## config.mk

```make
export PLATFORM = sky130hd
export DESIGN_NAME = prog_loader
export DESIGN_NICKNAME = d
export VERILOG_FILES = /design/src/rtl/prog_loader_pkg.sv /design/src/rtl/prog_buffer.sv /design/src/rtl/prog_loader.sv
export SDC_FILE = /design/constraint.sdc
export NUM_CORES = 1
export LEC_CHECK = 0
export ABC_CLOCK_PERIOD_IN_PS = 2950
export BUFFER_PORTS_ARGS = -buffer_cell sky130_fd_sc_hd__buf_4
export CAP_MARGIN = 25
export CELL_PAD_IN_SITES_DETAIL_PLACEMENT = 0
export CELL_PAD_IN_SITES_GLOBAL_PLACEMENT = 2
export CORE_ASPECT_RATIO = 0.8
export CORE_MARGIN = 4
export CORE_UTILIZATION = 35
export DETAILED_ROUTE_END_ITERATION = 16
export PLACE_DENSITY_LB_ADDON = 0.1
export SLEW_MARGIN = 20
export SYNTH_ARGS = -nofsm -noshare
export SYNTH_HDL_FRONTEND = slang
export SYNTH_SLANG_ARGS = --single-unit
export TNS_END_PERCENT = 10
```

## constraint.sdc

```tcl
create_clock -name clk -period 2.95 [get_ports clk]
set_input_delay 0.59 -clock clk [delete_from_list [all_inputs] [get_ports clk]]
set_output_delay 0.59 -clock clk [all_outputs]
set_load 0.01 [all_outputs]
```

## src/rtl/prog_loader_pkg.sv

```systemverilog
// Shared definitions for the program loader: FSM states, controller opcodes,
// buffer geometry and the pad word written into unloaded program slots.
package prog_loader_pkg;

    localparam int         DEPTH    = 16;
    localparam logic [7:0] PAD_WORD = 8'h90;

    typedef enum logic [2:0] {
        IDLE    = 3'd0,
        COLLECT = 3'd1,
        ARM     = 3'd2,
        BURST   = 3'd3,
        FLUSH   = 3'd4,
        RUN     = 3'd5
    } state_e;

    localparam logic [3:0] OP_ADD  = 4'd0;
    localparam logic [3:0] OP_SUB  = 4'd1;
    localparam logic [3:0] OP_OR   = 4'd2;
    localparam logic [3:0] OP_AND  = 4'd3;
    localparam logic [3:0] OP_LD   = 4'd4;
    localparam logic [3:0] OP_ST   = 4'd5;
    localparam logic [3:0] OP_LDI  = 4'd6;
    localparam logic [3:0] OP_OUT  = 4'd7;
    localparam logic [3:0] OP_MOV  = 4'd8;
    localparam logic [3:0] OP_HALT = 4'd9;

    // Outputs are registered one cycle ahead, so during burst slot k the
    // buffer is read at the word for slot k+1, i.e. image index k+2.
    function automatic logic [3:0] prefetch_idx(input logic [3:0] slot);
        return slot + 4'd2;
    endfunction

endpackage

```

## src/rtl/prog_buffer.sv

```systemverilog
// 16x8 program image store: one synchronous write port and one combinational
// read port that returns PAD_WORD for any slot not written in this load.
module prog_buffer
    import prog_loader_pkg::*;
(
    input  logic       clk,
    input  logic       wr_en,
    input  logic [3:0] wr_idx,
    input  logic [7:0] wr_data,
    input  logic [3:0] rd_idx,
    input  logic [4:0] count,
    output logic [7:0] rd_data
);

    logic [7:0] mem_r [DEPTH];

    // Image storage; stale contents are masked by count rather than cleared.
    always_ff @(posedge clk) begin
        if (wr_en) begin
            mem_r[wr_idx] <= wr_data;
        end
    end

    assign rd_data = ({1'b0, rd_idx} < count) ? mem_r[rd_idx] : PAD_WORD;

endmodule

```

## src/rtl/prog_loader.sv

```systemverilog
// Host-side loader: collects a program image over valid/ready, then bursts it
// into the 4-bit controller's program memory and releases it to run.
module prog_loader
    import prog_loader_pkg::*;
(
    input  logic       clk,
    input  logic       reset,
    input  logic       start,
    input  logic       load_valid,
    input  logic [7:0] load_data,
    input  logic       load_last,
    output logic       load_ready,
    output logic       mem_write,
    output logic       PC_reset,
    output logic [3:0] instr,
    output logic [3:0] portin,
    output logic [4:0] word_count,
    output logic       busy,
    output logic       done,
    output logic       trunc
);

    state_e     state_r;
    logic [3:0] burst_idx_r;
    logic       load_ready_r;
    logic       mem_write_r;
    logic       pc_reset_r;
    logic [3:0] instr_r;
    logic [3:0] portin_r;
    logic [4:0] word_count_r;
    logic       busy_r;
    logic       done_r;
    logic       trunc_r;

    logic       accept_s;
    logic [3:0] rd_idx_s;
    logic [7:0] rd_data_s;

    assign accept_s = (state_r == COLLECT) && load_valid && load_ready_r;

    // Buffer read address: slot 1 while arming, then one slot ahead of the burst.
    always_comb begin
        rd_idx_s = 4'd1;
        if (state_r == BURST) begin
            rd_idx_s = prefetch_idx(burst_idx_r);
        end else begin
            rd_idx_s = 4'd1;
        end
    end

    prog_buffer u_buf (
        .clk     (clk),
        .wr_en   (accept_s),
        .wr_idx  (word_count_r[3:0]),
        .wr_data (load_data),
        .rd_idx  (rd_idx_s),
        .count   (word_count_r),
        .rd_data (rd_data_s)
    );

    // Loader FSM with all controller-facing outputs registered.
    always_ff @(posedge clk or posedge reset) begin
        if (reset) begin
            state_r      <= IDLE;
            burst_idx_r  <= 4'd0;
            load_ready_r <= 1'b0;
            mem_write_r  <= 1'b0;
            pc_reset_r   <= 1'b1;
            instr_r      <= 4'd0;
            portin_r     <= 4'd0;
            word_count_r <= 5'd0;
            busy_r       <= 1'b0;
            done_r       <= 1'b0;
            trunc_r      <= 1'b0;
        end else begin
            case (state_r)
                IDLE: begin
                    if (start) begin
                        state_r      <= COLLECT;
                        word_count_r <= 5'd0;
                        trunc_r      <= 1'b0;
                        load_ready_r <= 1'b1;
                        busy_r       <= 1'b1;
                        pc_reset_r   <= 1'b1;
                    end
                end
                COLLECT: begin
                    if (accept_s) begin
                        if (word_count_r != 5'd16) begin
                            word_count_r <= word_count_r + 5'd1;
                        end
                        if (load_last) begin
                            state_r      <= ARM;
                            load_ready_r <= 1'b0;
                        end else if (word_count_r == 5'd15) begin
                            state_r      <= ARM;
                            load_ready_r <= 1'b0;
                            trunc_r      <= 1'b1;
                        end
                    end
                end
                ARM: begin
                    // The controller has now seen PC_reset high, so PC is 0.
                    state_r     <= BURST;
                    burst_idx_r <= 4'd0;
                    mem_write_r <= 1'b1;
                    pc_reset_r  <= 1'b0;
                    instr_r     <= rd_data_s[7:4];
                    portin_r    <= rd_data_s[3:0];
                end
                BURST: begin
                    if (burst_idx_r == 4'd15) begin
                        state_r     <= FLUSH;
                        mem_write_r <= 1'b0;
                        pc_reset_r  <= 1'b1;
                    end else begin
                        burst_idx_r <= burst_idx_r + 4'd1;
                        instr_r     <= rd_data_s[7:4];
                        portin_r    <= rd_data_s[3:0];
                    end
                end
                FLUSH: begin
                    state_r    <= RUN;
                    pc_reset_r <= 1'b0;
                    done_r     <= 1'b1;
                    busy_r     <= 1'b0;
                end
                RUN: begin
                    if (start) begin
                        state_r      <= COLLECT;
                        word_count_r <= 5'd0;
                        trunc_r      <= 1'b0;
                        load_ready_r <= 1'b1;
                        busy_r       <= 1'b1;
                        done_r       <= 1'b0;
                        pc_reset_r   <= 1'b1;
                    end
                end
                default: begin
                    state_r      <= IDLE;
                    load_ready_r <= 1'b0;
                    mem_write_r  <= 1'b0;
                    pc_reset_r   <= 1'b1;
                    busy_r       <= 1'b0;
                    done_r       <= 1'b0;
                end
            endcase
        end
    end

    assign load_ready = load_ready_r;
    assign mem_write  = mem_write_r;
    assign PC_reset   = pc_reset_r;
    assign instr      = instr_r;
    assign portin     = portin_r;
    assign word_count = word_count_r;
    assign busy       = busy_r;
    assign done       = done_r;
    assign trunc      = trunc_r;

endmodule

```

* After elaboration in Yosys (flattened, before gate mapping)
Memories as Yosys holds them, arrays and structs flattened.
Index checks and enable logic that the tools add are counted.
** Word-level totals
- Flip-flop bits (word level) :: 26
- RAM bits :: 128
- Input port bits :: 13
- Output and inout bits :: 19
- Logic and storage cells :: 94
- Memories kept :: 1
** Operators by class
- $add $sub $neg :: 3
- Order comparisons :: 1
- Equal/unequal tests :: 17
- Multiplexer cells :: 36
- Bitwise operators :: 5
- Reductions and logical operators :: 20
** Memories
- u_buf.mem_r :: depth 16, width 8, read ports 1, clocked after Yosys merged registers in 0, write ports 1, RTL line prog_buffer.sv:15 : logic [7:0] mem_r [DEPTH];
** Operator list (count)
- 4-bit one-hot mux with 2 select lines :: 3
- 4-bit two-way mux :: 4
- 3-bit two-way mux :: 5
- 5-bit two-way mux :: 3
- 3-bit one-hot mux with 5 select lines :: 1
- 1-bit two-way mux :: 12
- 4-bit AND reduction :: 3
- 5-bit one-hot mux with 2 select lines :: 1
- 1-bit one-hot mux with 3 select lines :: 3
- 8-bit two-way mux :: 1
- 2-bit by 1-bit != test with 1-bit output, second input constant :: 4
- 2-bit != test, second input constant :: 4
- 2-bit AND reduction :: 4
- 4-bit OR reduction :: 2
- 3-bit by 2-bit == test with 1-bit output, second input constant :: 2
- 3-bit == test, second input constant :: 2
- 3-bit OR reduction :: 2
- 5-bit by 1-bit adder with 5-bit output, second input constant :: 1
- 5-bit by 4-bit == test with 1-bit output, second input constant :: 1
- 4-bit by 5-bit less-than comparator with 1-bit output :: 1
- 5-bit != test, second input constant :: 1
- 1-bit NOT :: 5
- 5-bit AND reduction :: 1
- 4-bit by 1-bit adder with 4-bit output, second input constant :: 1
- 11 further kinds :: 15

* Logic depth before layout (Yosys ltp)
- Depth after elaboration :: 6
- Gate-level depth with buffers :: 12

* By module
From an unflattened synthesis, not the netlist that was laid out.
** Second synthesis, totals
- Cells, all modules :: 372
- Area total of the unflattened synthesis :: 6521.3 µm²
** By module, submodules not included
- prog_buffer :: instances 1, cells an instance 241, area each 5108.6 µm², sequential area each 3843.7 µm²
- prog_loader :: instances 1, cells an instance 131, area each 1412.6 µm², sequential area each 651.9 µm²

* Worst setup path after synthesis
No wires, ideal clock.
- Path type :: register to register
- From :: register burst_idx_r[1]
- To :: register instr_r[0], in the netlist instr[0]
- Library setup time :: 0.123 ns
- Data arrival time :: 2.485 ns
- Path slack :: 0.342 ns
- Cell stages (with the launch flop) :: 12
- Path buffers :: 2
- Clock period less this slack :: 2.608 ns
- Cells stage by stage :: dfrtp_1 > ha_1 > nand4b_4 > inv_4 > buf_6 > buf_4 > ha_1 > a21oi_1 > o2111ai_1 > nor3_4 > or3b_1 > o221a_1
** Between the ends
- Word-level cells in the longest chain between the ends :: 6
** RTL lines
- start, declared :: RTL line prog_loader.sv:24 : logic [3:0] burst_idx_r;
- start signal, assigned :: RTL line prog_loader.sv:117 : burst_idx_r <= burst_idx_r + 4'd1;
- 4-bit by 2-bit adder with 4-bit output :: RTL line prog_loader_pkg.sv:31 : return slot + 4'd2;
- 4-bit two-way mux :: RTL line prog_loader.sv:44 : if (state_r == BURST) begin
- memory 16 x 8 bit or 4-bit by 5-bit less-than comparator with 1-bit output (tied branches)
- 8-bit two-way mux :: RTL line prog_buffer.sv:24 : assign rd_data = ({1'b0, rd_idx} < count) ? mem_r[rd_idx] : PAD_WORD;
- 4-bit two-way mux :: RTL line prog_loader.sv:112 : if (burst_idx_r == 4'd15) begin
- 4-bit one-hot mux with 2 select lines :: RTL line prog_loader.sv:76 : case (state_r)
- end signal, assigned :: RTL line prog_loader.sv:108 : instr_r <= rd_data_s[7:4];
- end signal, assigned :: RTL line prog_loader.sv:118 : instr_r <= rd_data_s[7:4];
- end, declared :: RTL line prog_loader.sv:28 : logic [3:0] instr_r;
Parallel ways exist; a longest one is shown, timed or not. The select of a mux whose other input is x is not followed.
A chain may end at the register's enable or synchronous reset.

* Final worst setup path
- From :: register burst_idx_r[1]
- To :: register portin_r[3], in the netlist portin[3]
** Between the ends
- Word-level cells in the longest chain between the ends :: 6
** RTL lines
- 4-bit by 2-bit adder with 4-bit output :: RTL line prog_loader_pkg.sv:31
- 4-bit two-way mux :: RTL line prog_loader.sv:44
- memory 16 x 8 bit or 4-bit by 5-bit less-than comparator with 1-bit output (tied branches)
- 8-bit two-way mux :: RTL line prog_buffer.sv:24
- 4-bit two-way mux :: RTL line prog_loader.sv:112
- 4-bit one-hot mux with 2 select lines :: RTL line prog_loader.sv:76
- end signal, assigned :: RTL line prog_loader.sv:109 : portin_r <= rd_data_s[3:0];
- end signal, assigned :: RTL line prog_loader.sv:119 : portin_r <= rd_data_s[3:0];
- end, declared :: RTL line prog_loader.sv:29 : logic [3:0] portin_r;
Parallel ways exist; a longest one is shown, timed or not. The select of a mux whose other input is x is not followed.

==> summary.txt <==
Outcome
  • Status: completed

Global route
  • Global-route wire length before repair: between 20000 and 30000 um
  • GRT Resource Usage Total: around 17%
  • Initial antenna violation count: 0
  • Number of global-route vias before repair: 4166
  • Remaining Overflow, GRT: 0
  • Largest net degree at the start of global routing: 45

STA
  • Max-slew violation count: 0
  • Setup Total Neg Slack: 0 ns
  • Slew Limit Headroom: 62.5%
  • Hold_ws: 0.249 ns
  • Unrepaired setup endpoints after global routing: false
  • Setup Skew: slightly above 0.007 ns
  • Max Freq: ~0.40 GHz
  • Final period util: a little over four fifths
  • Minimum clock period: roughly 2.5 ns
  • Hold Vio Cnt, Final: 0
  • Worst Max-Slew Pin Slew: roughly 0.56 ns
  • # setup viols final: 0

Synthesis
  • Synth Flop Type: edfxtp_1
  • Post-synth net total: about 500
  • Synth Instances: about 500
  • Post-synthesis sequential area ratio: about 67%
  • Post-synthesis cell type count: 67
  • Synthesis-stage register bit count: between 150 and 200
  • Syn Area/Cell: approximately 14 sq um
  • Post-synth ARST share: between 15 and 20%
  • Mapped Area: roughly 0.0068 sq mm
  • Synth Warn #: 0
  • Post-synth EDFFs: 128

CTS
  • CTS Root Cell: clkbuf_16
  • Clock slew at reported path FFs: around 0.060 ns
  • Post-cts resize count: 0
  • Skew-Pair Late Insertion Delay: approximately 0.42 ns
  • CTS max path bufs: 2
  • CTS buffer count: 17
  • H-Tree Depth: 4
  • CTS Sinks: around 150
  • TritonCTS clock tree: done
  • Postcts setup bufs: 0
  • Post-CTS Hold Buffers: 0

Floorplanning
  • Die Span Y: 132 um
  • Chip Width: 163 um
  • I/O Pins: 32
  • Initial Utilization: a little over a third
  • FP Rows: 45
  • Core ar.: between 0.015 and 0.02 sq mm
  • Full die area: between 0.02 and 0.025 sq mm

Cells and area
  • Nets: between 500 and 600
  • Non-filler instance count after layout: approximately 820
  • Most frequent cells in the layout: 128 x edfxtp_1, 63 x buf_4, 48 x nand2_1, 40 x mux2i_1
  • Share of post-route cells with drive strength above 1: a little under a fifth
  • Ant diodes: 0
  • Final Cell Area: 0.00806 sq mm
  • Fillers: 1735
  • Area Overhead vs Synth: 19.4%
  • Commonest non-fill, non-tap cell in the layout: edfxtp_1

Pwr
  • Seq pwr share: about two fifths
  • Pwr dens: 824 mW/mm^2
  • Switching part of the total: between 20% and 30%
  • Lkg Pwr: roughly 0.0028 uW
  • Psw: 1950 uW
  • VDD IR-drop max: 0.398 mV
  • Clock power share: 35.2%
  • Pint: ~4700 uW
  • Logic pwr share: a little under a quarter

Placement
  • Placed cell areas: ~0.0074 sq mm
  • Post-DP HPWL: 12100 um
  • DP Cell Count: roughly 800
  • I/O Buffers: 31
  • GP Congestion: 0.749

Worst setup path
  • CP max-delay cell: dfrtp_1
  • Crit. End Element: register
  • Worst-path cell chain: ha_1 -> xor2_1 -> nand2_4 -> inv_2 -> ha_1 -> a21oi_1 -> o2111ai_1 -> nor2_1 -> nand2_1 -> o211ai_1
  • CP Max Fanout: 5
  • Max incr delay on CP: approximately 0.43 ns
  • CP most frequent cell: ha_1
  • CP Launch Type: register
  • Crit Path Class: reg -> reg
  • Worst EP required: around 3.3 ns
  • CP arrival: between 2 and 3 ns

Drt
  • Final ANT Viol Nets: 0
  • DRC: 0
  • Vias per inst: 5.22
  • Routed WL per cell: about 21 um
  • Routed wire length: 17600 um
  • Detailed Route Iter0 Violations: 318
  • Via count: 4261
  • Drt pass-1 iters: 5

Job
  • Max Cap Viol: 0

Hold path
  • HP Class: in -> async
critical path, delay by kind of cell (launching register included):
kind / cells / cell delay, ns
AOI/OAI and AO/OA: 3 / 0.58
xor gates and xnor gates: 1 / 0.24
adders and majority gates: 2 / 0.47
buffers and inverters: 1 / 0.07
DFF: 1 / 0.43
and+or+nand+nor: 3 / 0.60
flip-flops by register name, summed over array words and instances, names as in the netlist:
| signal | cells |
|---|---|
| state_r | 3 |
| burst_idx_r | 4 |
| word_count | 5 |
| done | 1 |
| load_ready | 1 |
| instr | 4 |
| busy | 1 |
| mem_write | 1 |
| portin | 4 |
| PC_reset | 1 |
| trunc | 1 |
| u_buf.mem_r | 128 |
per-stage QoR:
step / setup WS [ns] / util [%] / power [uW]
after floorplan: 0.342 / - / 3690
after CTS: 0.470 / 42.5 / 6710
after detailed placement: 0.494 / 39.1 / 4360
final: 0.481 / 42.5 / 6640
after global placement: 0.582 / 39.1 / 4360
after global routing: 0.318 / 42.5 / 6970
synthesized netlist by cell type (all sizes together) (2+ instances only):
master / instances / area share (%)
and3: 3 / 0.28
o21ai: 23 / 1.7
o2bb2ai: 3 / 0.39
clkbuf: 13 / 0.72
or3: 2 / 0.19
a211oi: 5 / 0.56
o211ai: 17 / 1.9
o2111ai: 3 / 0.39
a21oi: 10 / 0.74
mux2i: 40 / 5.9
nand2b: 4 / 0.48
ha: 10 / 1.9
nand4: 2 / 0.19
clkinv: 2 / 0.11
nand2: 49 / 2.8
nand3: 6 / 0.44
mux2: 5 / 0.83
a31oi: 6 / 0.56
o31ai: 3 / 0.33
nor2: 25 / 1.4
nor3: 10 / 0.91
o32a: 2 / 0.30
buf: 16 / 1.6
o22ai: 13 / 1.2
xor2: 2 / 0.26
and2: 3 / 0.28
nor2b: 4 / 0.37
inv: 19 / 1.1
a221oi: 3 / 0.39
edfxtp: 128 / 57
a221o: 3 / 0.44
dfrtp: 25 / 9.3
a2111oi: 2 / 0.26
o221ai: 6 / 0.78
layer usage:
metal,vias to the layer above,global-route usage [%],part of all wire [%]
met5,-,0,0
met3,10,3.84,5.4
met4,0,4.33,0.71
met1,2135,26.3,51
li1,2001,-,-
met2,115,23.8,43
layout make-up:
type / instances / area (sq um) / share of cell area (%)
Timing Repair Buffer: 65 / 513 / 6.37
Clock inverter: 8 / 169 / 2.10
Multi-Input combinational cell: 287 / 2010 / 25.0
Sequential cell: 154 / 4500 / 55.8
Tap cell: 258 / 323 / 4.01
Clock buffer: 24 / 462 / 5.73
Inverter: 21 / 81.3 / 1.01
power groups by stage:
stage	Sequential (uW)	Clock (uW)	Combinational, uW
6_report	2740	2340	1560
5_1_grt	2760	2490	1720
3_3_place_gp	2780	0	1580
2_1_floorplan	2780	0	909
4_1_cts	2750	2380	1580
3_5_place_dp	2790	0	1580
kinds of logic after synthesis:
| logic type | after synthesis | share of synthesized area (%) |
|---|---|---|
| DFF | 154 | 66.6 |
| buffers and inverters | 50 | 3.56 |
| xor gates and xnor gates | 2 | 0.260 |
| muxes | 46 | 7.10 |
| AOI/OAI and AO/OA | 111 | 11.8 |
| and+or+nand+nor | 118 | 8.84 |
| adders and majority gates | 10 | 1.85 |
worst paths after layout:
check                                     from         to  slack [ns]  cells after the start
min in group clk                     load_last      trunc        0.50                      3
worst min-delay path                     reset  mem_write        0.25                      3
worst min register to register           trunc      trunc        0.50                      1
max in group asynchronous                reset   PC_reset        2.38                      3
worst max register to register  burst_idx_r[1]  portin[3]        0.48                     10
worst max-delay path            burst_idx_r[1]  portin[3]        0.48                     10
Note: power is estimated with default switching activity, not from simulation.
